--- src/rtl/muldiv_iter_if.sv ---
// Start/done handshake bundle for the iterative RV32M multiply/divide unit.
// The master drives the request; the slave (muldiv_iter) returns busy/done/result.
interface muldiv_iter_if #(
  parameter int WIDTH = 32
);
  logic             iStart;
  logic [2:0]       iFunct3;
  logic [WIDTH-1:0] iA;
  logic [WIDTH-1:0] iB;
  logic             oBusy;
  logic             oDone;
  logic [WIDTH-1:0] oResult;

  modport master (
    output iStart, iFunct3, iA, iB,
    input  oBusy, oDone, oResult
  );

  modport slave (
    input  iStart, iFunct3, iA, iB,
    output oBusy, oDone, oResult
  );
endinterface

--- src/rtl/muldiv_iter.sv ---
// Iterative RV32M multiply/divide: shift-add multiply and restoring divide on magnitudes,
// STEPS bits per cycle, sign fix-up at the end. Macro MULDIV_REUSE_EN adds a DIV<->REM result tag.
module muldiv_iter #(
  parameter int WIDTH = 32,
  parameter int STEPS = 1
) (
  input  logic          iCLK,
  input  logic          iRSTn,
  muldiv_iter_if.slave  mdu
);

  localparam int N  = WIDTH / STEPS;
  localparam int CW = $clog2(N + 1);

  typedef enum logic [2:0] {
    S_IDLE,
    S_CALC,
    S_FIX,
    S_SPEC,
    S_DONE
  } state_t;

  state_t           r_state;
  logic [2:0]       r_funct3;
  logic             r_neg_a;
  logic             r_neg_b;
  logic [CW-1:0]    r_cnt;
  logic [WIDTH-1:0] r_hi;
  logic [WIDTH-1:0] r_lo;
  logic [WIDTH-1:0] r_mcand;
  logic             r_busy;
  logic             r_done;
  logic [WIDTH-1:0] r_result;

  // Request decode, evaluated on the raw interface operands
  logic             w_is_div;
  logic             w_a_signed;
  logic             w_b_signed;
  logic             w_neg_a;
  logic             w_neg_b;
  logic [WIDTH-1:0] w_abs_a;
  logic [WIDTH-1:0] w_abs_b;
  logic             w_div_zero;
  logic             w_div_ovf;
  logic             w_reuse_hit;
  logic [WIDTH-1:0] w_reuse_val;
  logic             w_spec;
  logic [WIDTH-1:0] w_spec_val;

  assign w_is_div   = mdu.iFunct3[2];
  assign w_a_signed = (mdu.iFunct3 == 3'b001) || (mdu.iFunct3 == 3'b010) ||
                      (mdu.iFunct3 == 3'b100) || (mdu.iFunct3 == 3'b110);
  assign w_b_signed = (mdu.iFunct3 == 3'b001) ||
                      (mdu.iFunct3 == 3'b100) || (mdu.iFunct3 == 3'b110);
  assign w_neg_a    = w_a_signed && mdu.iA[WIDTH-1];
  assign w_neg_b    = w_b_signed && mdu.iB[WIDTH-1];
  // The most negative value negates to itself, which is already its correct unsigned magnitude.
  assign w_abs_a    = w_neg_a ? -mdu.iA : mdu.iA;
  assign w_abs_b    = w_neg_b ? -mdu.iB : mdu.iB;

  assign w_div_zero = w_is_div && (mdu.iB == '0);
  assign w_div_ovf  = w_is_div && !mdu.iFunct3[0] &&
                      (mdu.iA == {1'b1, {(WIDTH-1){1'b0}}}) && (mdu.iB == '1);
  assign w_spec     = w_div_zero || w_div_ovf || w_reuse_hit;

  always_comb begin
    // NOTE: every always_comb output gets a default first so no path can infer a latch.
    w_spec_val = w_reuse_val;
    if (w_div_zero)
      w_spec_val = mdu.iFunct3[1] ? mdu.iA : '1;
    else if (w_div_ovf)
      w_spec_val = mdu.iFunct3[1] ? '0 : mdu.iA;
  end

  // STEPS iterations of the shared datapath, unrolled combinationally
  logic [WIDTH-1:0] w_hi_nx;
  logic [WIDTH-1:0] w_lo_nx;
  logic [WIDTH:0]   w_t;

  always_comb begin
    // NOTE: blocking assignments here chain each unrolled step into the next one.
    w_hi_nx = r_hi;
    w_lo_nx = r_lo;
    w_t     = '0;
    for (int s = 0; s < STEPS; s++) begin
      if (r_funct3[2]) begin
        w_t     = {w_hi_nx, w_lo_nx[WIDTH-1]};
        w_lo_nx = {w_lo_nx[WIDTH-2:0], 1'b0};
        if (w_t >= {1'b0, r_mcand}) begin
          w_t        = w_t - {1'b0, r_mcand};
          w_lo_nx[0] = 1'b1;
        end
        w_hi_nx = w_t[WIDTH-1:0];
      end else begin
        w_t     = {1'b0, w_hi_nx} + (w_lo_nx[0] ? {1'b0, r_mcand} : {(WIDTH+1){1'b0}});
        w_lo_nx = {w_t[0], w_lo_nx[WIDTH-1:1]};
        w_hi_nx = w_t[WIDTH:1];
      end
    end
  end

  // Sign correction and result selection
  logic [2*WIDTH-1:0] w_prod;
  logic [2*WIDTH-1:0] w_prod_s;
  logic [WIDTH-1:0]   w_quo;
  logic [WIDTH-1:0]   w_rem;
  logic [WIDTH-1:0]   w_fix_val;

  assign w_prod   = {r_hi, r_lo};
  assign w_prod_s = (r_neg_a ^ r_neg_b) ? -w_prod : w_prod;
  assign w_quo    = (r_neg_a ^ r_neg_b) ? -r_lo : r_lo;
  assign w_rem    = r_neg_a ? -r_hi : r_hi;

  always_comb begin
    w_fix_val = w_prod_s[WIDTH-1:0];
    case (r_funct3)
      3'b001, 3'b010, 3'b011: w_fix_val = w_prod_s[2*WIDTH-1:WIDTH];
      3'b100, 3'b101:         w_fix_val = w_quo;
      3'b110, 3'b111:         w_fix_val = w_rem;
      default:                w_fix_val = w_prod_s[WIDTH-1:0];
    endcase
  end

  always_ff @(posedge iCLK or negedge iRSTn) begin
    if (!iRSTn) begin
      r_state  <= S_IDLE;
      r_funct3 <= '0;
      r_neg_a  <= 1'b0;
      r_neg_b  <= 1'b0;
      r_cnt    <= '0;
      r_hi     <= '0;
      r_lo     <= '0;
      r_mcand  <= '0;
      r_busy   <= 1'b0;
      r_done   <= 1'b0;
      r_result <= '0;
    end else begin
      // NOTE: non-blocking assignments keep every register sampling pre-edge values.
      r_done <= 1'b0;
      case (r_state)
        S_IDLE, S_DONE: begin
          if (mdu.iStart) begin
            r_funct3 <= mdu.iFunct3;
            r_neg_a  <= w_neg_a;
            r_neg_b  <= w_neg_b;
            r_cnt    <= CW'(N);
            r_hi     <= '0;
            r_busy   <= 1'b1;
            if (w_spec) begin
              r_lo    <= w_spec_val;
              r_mcand <= '0;
              r_state <= S_SPEC;
            end else begin
              r_lo    <= w_is_div ? w_abs_a : w_abs_b;
              r_mcand <= w_is_div ? w_abs_b : w_abs_a;
              r_state <= S_CALC;
            end
          end else begin
            r_busy  <= 1'b0;
            r_state <= S_IDLE;
          end
        end
        S_CALC: begin
          r_hi  <= w_hi_nx;
          r_lo  <= w_lo_nx;
          r_cnt <= r_cnt - 1'b1;
          if (r_cnt == CW'(1))
            r_state <= S_FIX;
        end
        S_FIX: begin
          r_result <= w_fix_val;
          r_done   <= 1'b1;
          r_busy   <= 1'b0;
          r_state  <= S_DONE;
        end
        S_SPEC: begin
          r_result <= r_lo;
          r_done   <= 1'b1;
          r_busy   <= 1'b0;
          r_state  <= S_DONE;
        end
        default: begin
          r_busy  <= 1'b0;
          r_state <= S_IDLE;
        end
      endcase
    end
  end

`ifdef MULDIV_REUSE_EN
  // Tag of the last iterated divide: operands, signedness and both signed results
  logic             w_accept;
  logic [WIDTH-1:0] r_cur_a;
  logic [WIDTH-1:0] r_cur_b;
  logic             r_tag_valid;
  logic [WIDTH-1:0] r_tag_a;
  logic [WIDTH-1:0] r_tag_b;
  logic             r_tag_uns;
  logic             r_tag_rem;
  logic [WIDTH-1:0] r_tag_q;
  logic [WIDTH-1:0] r_tag_r;

  assign w_accept    = mdu.iStart && ((r_state == S_IDLE) || (r_state == S_DONE));
  assign w_reuse_hit = r_tag_valid && w_is_div &&
                       (mdu.iA == r_tag_a) && (mdu.iB == r_tag_b) &&
                       (mdu.iFunct3[0] == r_tag_uns) && (mdu.iFunct3[1] != r_tag_rem);
  assign w_reuse_val = mdu.iFunct3[1] ? r_tag_r : r_tag_q;

  always_ff @(posedge iCLK or negedge iRSTn) begin
    if (!iRSTn) begin
      r_cur_a     <= '0;
      r_cur_b     <= '0;
      r_tag_valid <= 1'b0;
      r_tag_a     <= '0;
      r_tag_b     <= '0;
      r_tag_uns   <= 1'b0;
      r_tag_rem   <= 1'b0;
      r_tag_q     <= '0;
      r_tag_r     <= '0;
    end else begin
      if (w_accept) begin
        r_cur_a <= mdu.iA;
        r_cur_b <= mdu.iB;
        if (!w_is_div)
          r_tag_valid <= 1'b0;
      end
      if ((r_state == S_FIX) && r_funct3[2]) begin
        r_tag_valid <= 1'b1;
        r_tag_a     <= r_cur_a;
        r_tag_b     <= r_cur_b;
        r_tag_uns   <= r_funct3[0];
        r_tag_rem   <= r_funct3[1];
        r_tag_q     <= w_quo;
        r_tag_r     <= w_rem;
      end
    end
  end
`else
  assign w_reuse_hit = 1'b0;
  assign w_reuse_val = '0;
`endif

  assign mdu.oBusy   = r_busy;
  assign mdu.oDone   = r_done;
  assign mdu.oResult = r_result;

endmodule
--- src/flat_wrapper.sv ---
// flat-port wrapper written by rule: the top's interface ports become plain ports
module muldiv_iter_flat 
#(
  parameter int WIDTH = 32,
  parameter int STEPS = 1
)
  (iCLK, iRSTn, mdu_iStart, mdu_iFunct3, mdu_iA, mdu_iB, mdu_oBusy, mdu_oDone, mdu_oResult);
  muldiv_iter_if #(.WIDTH(WIDTH)) mdu_i ();
  input  logic iCLK;
  input  logic iRSTn;
  input wire logic [$bits(mdu_i.iStart)-1:0] mdu_iStart;
  input wire logic [$bits(mdu_i.iFunct3)-1:0] mdu_iFunct3;
  input wire logic [$bits(mdu_i.iA)-1:0] mdu_iA;
  input wire logic [$bits(mdu_i.iB)-1:0] mdu_iB;
  output wire logic [$bits(mdu_i.oBusy)-1:0] mdu_oBusy;
  output wire logic [$bits(mdu_i.oDone)-1:0] mdu_oDone;
  output wire logic [$bits(mdu_i.oResult)-1:0] mdu_oResult;
  assign mdu_i.iStart = mdu_iStart;
  assign mdu_i.iFunct3 = mdu_iFunct3;
  assign mdu_i.iA = mdu_iA;
  assign mdu_i.iB = mdu_iB;
  assign mdu_oBusy = mdu_i.oBusy;
  assign mdu_oDone = mdu_i.oDone;
  assign mdu_oResult = mdu_i.oResult;
  muldiv_iter #(.WIDTH(WIDTH), .STEPS(STEPS)) u_core (.iCLK(iCLK), .iRSTn(iRSTn), .mdu(mdu_i));
endmodule
--- config.mk ---
export PLATFORM = sky130hd
export DESIGN_NAME = muldiv_iter_flat
export DESIGN_NICKNAME = d
export VERILOG_FILES = /design/src/rtl/muldiv_iter_if.sv /design/src/rtl/muldiv_iter.sv /design/src/flat_wrapper.sv
export SDC_FILE = /design/constraint.sdc
export NUM_CORES = 1
export LEC_CHECK = 0
export BUFFER_PORTS_ARGS = -buffer_cell sky130_fd_sc_hd__buf_2
export CAP_MARGIN = 30
export CORE_MARGIN = 5
export CORE_UTILIZATION = 36
export DETAILED_ROUTE_END_ITERATION = 10
export PLACE_DENSITY = 0.63
export SETUP_SLACK_MARGIN = 0.15
export SKIP_CTS_REPAIR_TIMING = 1
export SYNTH_ARGS = -nofsm -noshare
export SYNTH_HDL_FRONTEND = slang
export SYNTH_SLANG_ARGS = --single-unit
--- constraint.sdc ---
create_clock -name iCLK -period 4.35 [get_ports iCLK]
set_clock_uncertainty 0.15 [all_clocks]
set_input_delay 0 -clock iCLK [delete_from_list [all_inputs] [get_ports iCLK]]
set_output_delay 0 -clock iCLK [all_outputs]
set_load 0.02 [all_outputs]
==> flow_summary_export.csv, run 1 <==
group,metric,value,unit
timing,slew_viol_final,0,
placed_design,io_buffers,103,
yosys,synth_edf_count,0,
grt,grt_pass1_wl,94.8,mm
grt,antenna_found_initial,1,
timing,whs,-0.0504,ns
clock_tree,cts_max_level,4,
cells_and_area,final_area,17300,sq um
run_status,violations,"hold timing",
placed_design,globalplace.congestion,1.01,
setup_path,r2r_setup_slack,0.53,ns
clock_tree,clock_path_buffers,2,
drt,first_pass_iters,6,
drt,totalWireLength,62.3,mm
min_path,whs_endpoint,"u_core.r_mcand[26]",
yosys,ys_ff_latch,144,
grt,grt_usage,0.259,
drt,postRouteAntennaNets,0,
setup_path,cp-end-kind,"flip-flop",
cells_and_area,fillers,4324,
timing,worst_pin_slew,1.07,ns
setup_path,path_common_cell,"a211oi_1",
clock_tree,cts-root-buf,"clkbuf_16",
grt,grt_max_degree,82,
placed_design,hpwl,47.4,mm
setup_path,required,4.57,ns
die,num_rows,75,
pwr,switchingPower,8.90,mW
setup_path,cp_slowest_cell,"a211oi_1",
timing,min_period_over_period,0.879,
placed_design,place_area,16200,sq um
yosys,synth_warnings,0,
drt,viasPerCell,6.23,
grt,overflow,0,
die,start_util,0.362,
timing,fin_tns_setup,0,ns
setup_path,worstRegToRegCells,13,
die,core-area,41700,sq um
yosys,synth_area,15100,sq um
pwr,p_per_area,921,nW/um^2
clock_tree,cts_tree,"yes",
drt,vias,16867,
yosys,synth_cell_types,77,
yosys,yosysMostFrequentCell,"nor2_1",
yosys,postSynthCellCount,2071,
yosys,synthFlopType,"dfrtp_1",
die,fp.dieH,215,microns
setup_path,r2r_end,"u_core.r_hi[24]",
timing,max_freq,0.262,GHz
grt,grt_pass1_vias,15529,
setup_path,criticalPathCategory,"reg2reg",
min_path,holdPathStages,6,
timing,relSlewSlack,0.278,
pwr,seq_power_share,0.184,
yosys,synth_commonest_cells,"nor2_1, a21oi_1, nand2_1",
run_status,outcome,"finished, violations left",
setup_path,worst_path_largest_cell_delay,0.58,ns
drt,routedWlPerCell,23.0,microns
die,top_level_ports,104,
yosys,yosysTopAreaCellShare,0.239,
placed_design,dpl.cell_count,2628,
min_path,worstHoldStart,"mdu_iB[26]",
drt,drc,0,
clock_tree,clkSinkCount,144,
pwr,peakVddDrop,420,uV
yosys,synth_area_leaders,"dfrtp_1, a21oi_1, o21ai_0",
setup_path,critPathLaunchType,"flip-flop",
timing,min_period,3.82,ns
die,dieArea,46100,sq um
run,drv_cap,0,
setup_path,crit_chain,"inv_1 -> buf_4 -> nor2_1 -> ha_1 -> a21oi_1 -> nand2_1 -> a211oi_1 -> o41ai_1 -> a211oi_1 -> nor3b_1 -> mux2i_1 -> o22ai_1 -> o21ai_0",
pwr,clkPwrFrac,0.103,
setup_path,crit_fanout,28,
yosys,ys_async_sr_fraction,1.00,
clock_tree,clk_pin_slew,0.07,ns
timing,setup_viol,0,
setup_path,crit_arrival,4.05,ns
cells_and_area,final_cells,2706,
pwr,comb_power_share,0.713,
yosys,synth.largest_area_cell,"dfrtp_1",
cells_and_area,synthToLayoutAreaGrowth,14.9,%
pwr,power_leakage,7.18,nW
min_path,hold_class,"in2reg",
timing,hold_viol,7,
timing,rsz0062_at_grt,"false",
clock_tree,clock_latency,0.45,ns
cells_and_area,num-nets-final,2295,
pwr,swShare,0.558,
drt,drtIter0Drc,1738,
clock_tree,numCtsBuffers,17,
yosys,seq_area_frac_synth,0.239,
cells_and_area,drive_gt1_frac,0.107,
setup_path,r2r_start,"u_core.r_lo[0]",
yosys,avgSynthCellArea,7.28,sq um
die,die_x,215,microns
pwr,p_int,7.06,mW
yosys,synth_fp_nets,2214,
-- how the worst max path moves through the flow --
stage               cells after the start  slack (ns)           start                endpoint
floorplan                              14        1.04  u_core.r_lo[0]         u_core.r_hi[27]
global placement                       11        0.68  u_core.r_hi[0]  u_core.mdu.oResult[16]
detailed placement                     13        0.65  u_core.r_lo[0]         u_core.r_hi[24]
CTS                                    13        0.62  u_core.r_lo[0]         u_core.r_hi[24]
global route                           13        0.26  u_core.r_lo[0]         u_core.r_hi[24]
finish                                 13        0.53  u_core.r_lo[0]         u_core.r_hi[24]
-- cell usage in the layout (no fill, tap or decap), types with 18 or more instances in the layout --
master           n
xor2_1          76
nand3_1         27
o31ai_1         40
a21o_1          32
nand2_1        208
ha_1            71
a221oi_1        21
buf_4           58
o21ai_0        201
or3_1           26
a31oi_1         19
o211ai_1        34
nor3_1          50
nor2_1         229
buf_2          102
dlygate4sd3_1   44
nor4_1          23
nand4_1         30
a21oi_1        208
inv_1           74
xnor2_1         90
o221ai_1        30
a211oi_1        19
mux2i_1         34
dfrtp_1        143
or4_1           18
o22ai_1         21
-- routing by layer --
| layer | track usage | vias to the layer above | share of wire |
|---|---|---|---|
| met5 | 0 | - | 0 |
| met4 | 0.0983 | 0 | 0.040 |
| met3 | 0.0594 | 132 | 0.098 |
| met2 | 0.379 | 919 | 0.42 |
| met1 | 0.372 | 8073 | 0.44 |
| li1 | - | 7743 | - |
-- critical path: cells and delay by family (launching register included) --
kind / cells / cell delay, ns
multiplexers: 1 / 0.20
adder cells (fa/ha/maj): 1 / 0.37
AO/OA/AOI/OAI: 6 / 1.78
AND/OR/NAND/NOR: 3 / 0.36
buffers and inverters: 2 / 0.45
flip-flops: 1 / 0.43
-- layout make-up --
type	count	area, sq um	share of cell area
flip-flops and latches	144	3610	0.208
diodes	2	5.00	0.000289
inverters	76	285	0.0165
clock buffers	20	467	0.0269
well taps	539	674	0.0389
multi-input cells	1706	10700	0.616
repair buffers	207	1440	0.0830
clock inverters	12	169	0.00975
-- power groups by stage --
stage               clock [mW]  combinational (mW)  sequential (mW)
floorplan                    0                7.58             2.60
detailed placement           0                10.9             2.93
global placement             0                10.8             2.89
finish                    1.64                11.4             2.94
global route              1.71                12.3             3.01
CTS                       1.66                10.9             2.90
-- kinds of logic (layout without fill, tap and decap cells) --
family	Yosys count	after routing	share of synthesized area
xor gates and xnor gates	167	167	0.0971
AOI/OAI and AO/OA	735	735	0.306
other	0	2	0
adders and majority gates	73	73	0.0616
and+or+nand+nor	691	691	0.214
muxes	40	40	0.0271
DFF	144	144	0.239
buffers and inverters	221	315	0.0555
-- per-stage QoR --
step	util	setup slack (ns)	power, mW
3_3_place_gp	0.389	0.680	13.7
2_1_floorplan	-	1.04	10.2
4_1_cts	0.405	0.616	15.5
5_1_grt	0.416	0.257	17.0
3_5_place_dp	0.390	0.654	13.8
6_report	0.416	0.527	16.0
-- sequential cells by signal (all words and copies together) (netlist names) --
| register | count |
|---|---|
| u_core.mdu.oBusy | 1 |
| u_core.mdu.oDone | 1 |
| u_core.mdu.oResult | 32 |
| u_core.r_cnt | 6 |
| u_core.r_funct3 | 3 |
| u_core.r_hi | 32 |
| u_core.r_lo | 32 |
| u_core.r_mcand | 32 |
| u_core.r_neg_a | 1 |
| u_core.r_neg_b | 1 |
| u_core.r_state | 3 |
Note: power is estimated with default switching activity, not from simulation.
==> run 2: changes to the inputs <==
CELL_PAD_IN_SITES_DETAIL_PLACEMENT = 1   (was unset)
CELL_PAD_IN_SITES_GLOBAL_PLACEMENT = 2   (was unset)
CORE_MARGIN = 3   (was 5)
PLACE_DENSITY = 0.92   (was 0.63)
==> flow_summary_export.csv, run 2 (same netlist as run 1, synthesis figures left out) <==
group,metric,value,unit
run_status,outcome,"finished, violations left",
run_status,violations,"hold timing",
drt,vias,17106,
pwr,switchingPower,9.05,mW
setup_path,worst_path_largest_cell_delay,0.67,ns
timing,fin_tns_setup,0,ns
pwr,seq_power_share,0.192,
placed_design,hpwl,50.7,mm
setup_path,path_common_cell,"o21ai_0",
timing,whs,-0.0601,ns
cells_and_area,final_common_cell,"nor2_1",
die,fp.dieH,211,microns
drt,drtIter0Drc,1483,
grt,grt_usage,0.292,
die,start_util,0.367,
pwr,swShare,0.567,
placed_design,dpl.cell_count,2619,
die,core-area,41100,sq um
min_path,holdPathStages,4,
grt,antenna_found_initial,1,
setup_path,cp_slowest_cell,"a211oi_1",
cells_and_area,drive_gt1_frac,0.105,
cells_and_area,utilization,0.418,
cells_and_area,num-nets-final,2288,
run,drv_cap,0,
timing,hold_viol,23,
placed_design,place_ws,0.632,ns
pwr,power,16.0,mW
drt,viasPerCell,6.36,
placed_design,globalplace.congestion,1.00,
cells_and_area,final_cells,2690,
grt,grt_pass1_vias,16945,
cells_and_area,layout_common_cells,"nor2_1, nand2_1, a21oi_1",
setup_path,crit_chain,"inv_1 -> nor2_1 -> ha_1 -> o21ai_0 -> o21ai_0 -> a211oi_1 -> o41ai_1 -> a211oi_1 -> nor3b_1 -> mux2i_1 -> o22ai_1 -> o21ai_0",
pwr,peakVddDrop,362,uV
cells_and_area,antenna_cells,0,
clock_tree,clkSinkCount,144,
setup_path,critPathLaunchType,"flip-flop",
grt,overflow,0,
timing,max_freq,0.257,GHz
drt,drc,0,
grt,grt_max_degree,89,
timing,slew_viol_final,0,
grt,grt_pass1_wl,101,mm
min_path,hold_class,"in2reg",
pwr,p_per_area,928,nW/um^2
clock_tree,clk_pin_slew,0.07,ns
die,dieArea,44400,sq um
pwr,clkPwrFrac,0.095,
placed_design,io_buffers,103,
clock_tree,cts-root-buf,"clkbuf_16",
setup_path,required,4.56,ns
setup_path,crit_arrival,4.09,ns
die,num_rows,74,
timing,relSlewSlack,0.305,
drt,postRouteAntennaNets,0,
timing,setup_ws,0.466,ns
timing,rsz0062_at_grt,"false",
setup_path,crit_fanout,10,
clock_tree,cts_tree,"yes",
pwr,power_leakage,7.12,nW
drt,first_pass_iters,5,
setup_path,cp-end-kind,"flip-flop",
timing,setup_viol,0,
pwr,p_int,6.90,mW
setup_path,worstRegToRegCells,12,
clock_tree,cts_max_level,4,
setup_path,criticalPathCategory,"reg2reg",
die,die_x,211,microns
timing,min_period,3.88,ns
cells_and_area,synthToLayoutAreaGrowth,14.1,%
drt,totalWireLength,66.5,mm
clock_tree,clock_latency,0.46,ns
die,top_level_ports,104,
clock_tree,numCtsBuffers,17,
timing,worst_pin_slew,1.04,ns
clock_tree,clock_path_buffers,2,
timing,min_period_over_period,0.893,
pwr,comb_power_share,0.713,
drt,routedWlPerCell,24.7,microns
-- run 2: changes by cell type in the layout (fill, tap and decap cells not counted), moves of 2 or more --
cell,previous run,this run
buf_4,58,55
clkbuf_1,0,3
clkbuf_8,3,0
clkinv_2,0,2
clkinvlp_4,2,4
diode_2,2,0
dlygate4sd3_1,44,39
inv_6,5,2
-- run 2: cell type report --
type                       instances  area [sq um]
clock inverter                    12           135
clock buffer                      20           437
sequential                       144          3610
fill                            5192         23900
inverter                          76           285
tap                              532           666
multi-input combinational       1706         10700
timing repair buffer             200          1390
-- run 2: final timing paths --
check | start | end | slack, ns
min in group asynchronous | iRSTn | u_core.mdu.oResult[16] | -0.02
max in group asynchronous | iRSTn | u_core.r_funct3[2] | 3.09
min | mdu_iB[27] | u_core.r_lo[27] | -0.06
max reg2reg | u_core.r_lo[0] | u_core.r_hi[24] | 0.47
max | u_core.r_lo[0] | u_core.r_hi[24] | 0.47
min reg2reg | u_core.mdu.oResult[19] | u_core.mdu.oResult[19] | 0.32
-- run 2: per-stage QoR --
step           hold slack [ns]  instance area, sq um
2_1_floorplan           -0.446                 15100
3_3_place_gp           -0.0882                 16200
3_5_place_dp           -0.0732                 16200
4_1_cts                 -0.561                 16800
5_1_grt               -0.00233                 17200
6_report               -0.0601                 17200
-- run 2: metal layers --
layer	vias up	part of all wire	GRT usage	routed length, microns
met4	2	0.044	0.124	2920
met2	747	0.45	0.459	29800
met1	8492	0.44	0.394	29200
li1	7691	-	-	-
met5	-	0.00020	0	13
met3	174	0.070	0.0534	4640
-- run 2: critical path: cells and delay by family, from the launching register on --
kind            cells  cell delay, ns
mux                 1            0.21
compound gates      7            2.18
fa+ha+maj           1            0.34
flops               1            0.41
simple gates        2            0.21
buf+inv             1            0.28
-- run 2: power by group through the flow --
stage	combinational, mW	clock, mW	sequential (mW)
2_1_floorplan	7.58	0	2.60
3_3_place_gp	10.7	0	2.97
3_5_place_dp	11.0	0	3.01
4_1_cts	11.0	1.53	3.00
5_1_grt	12.3	1.59	3.11
6_report	11.4	1.51	3.06
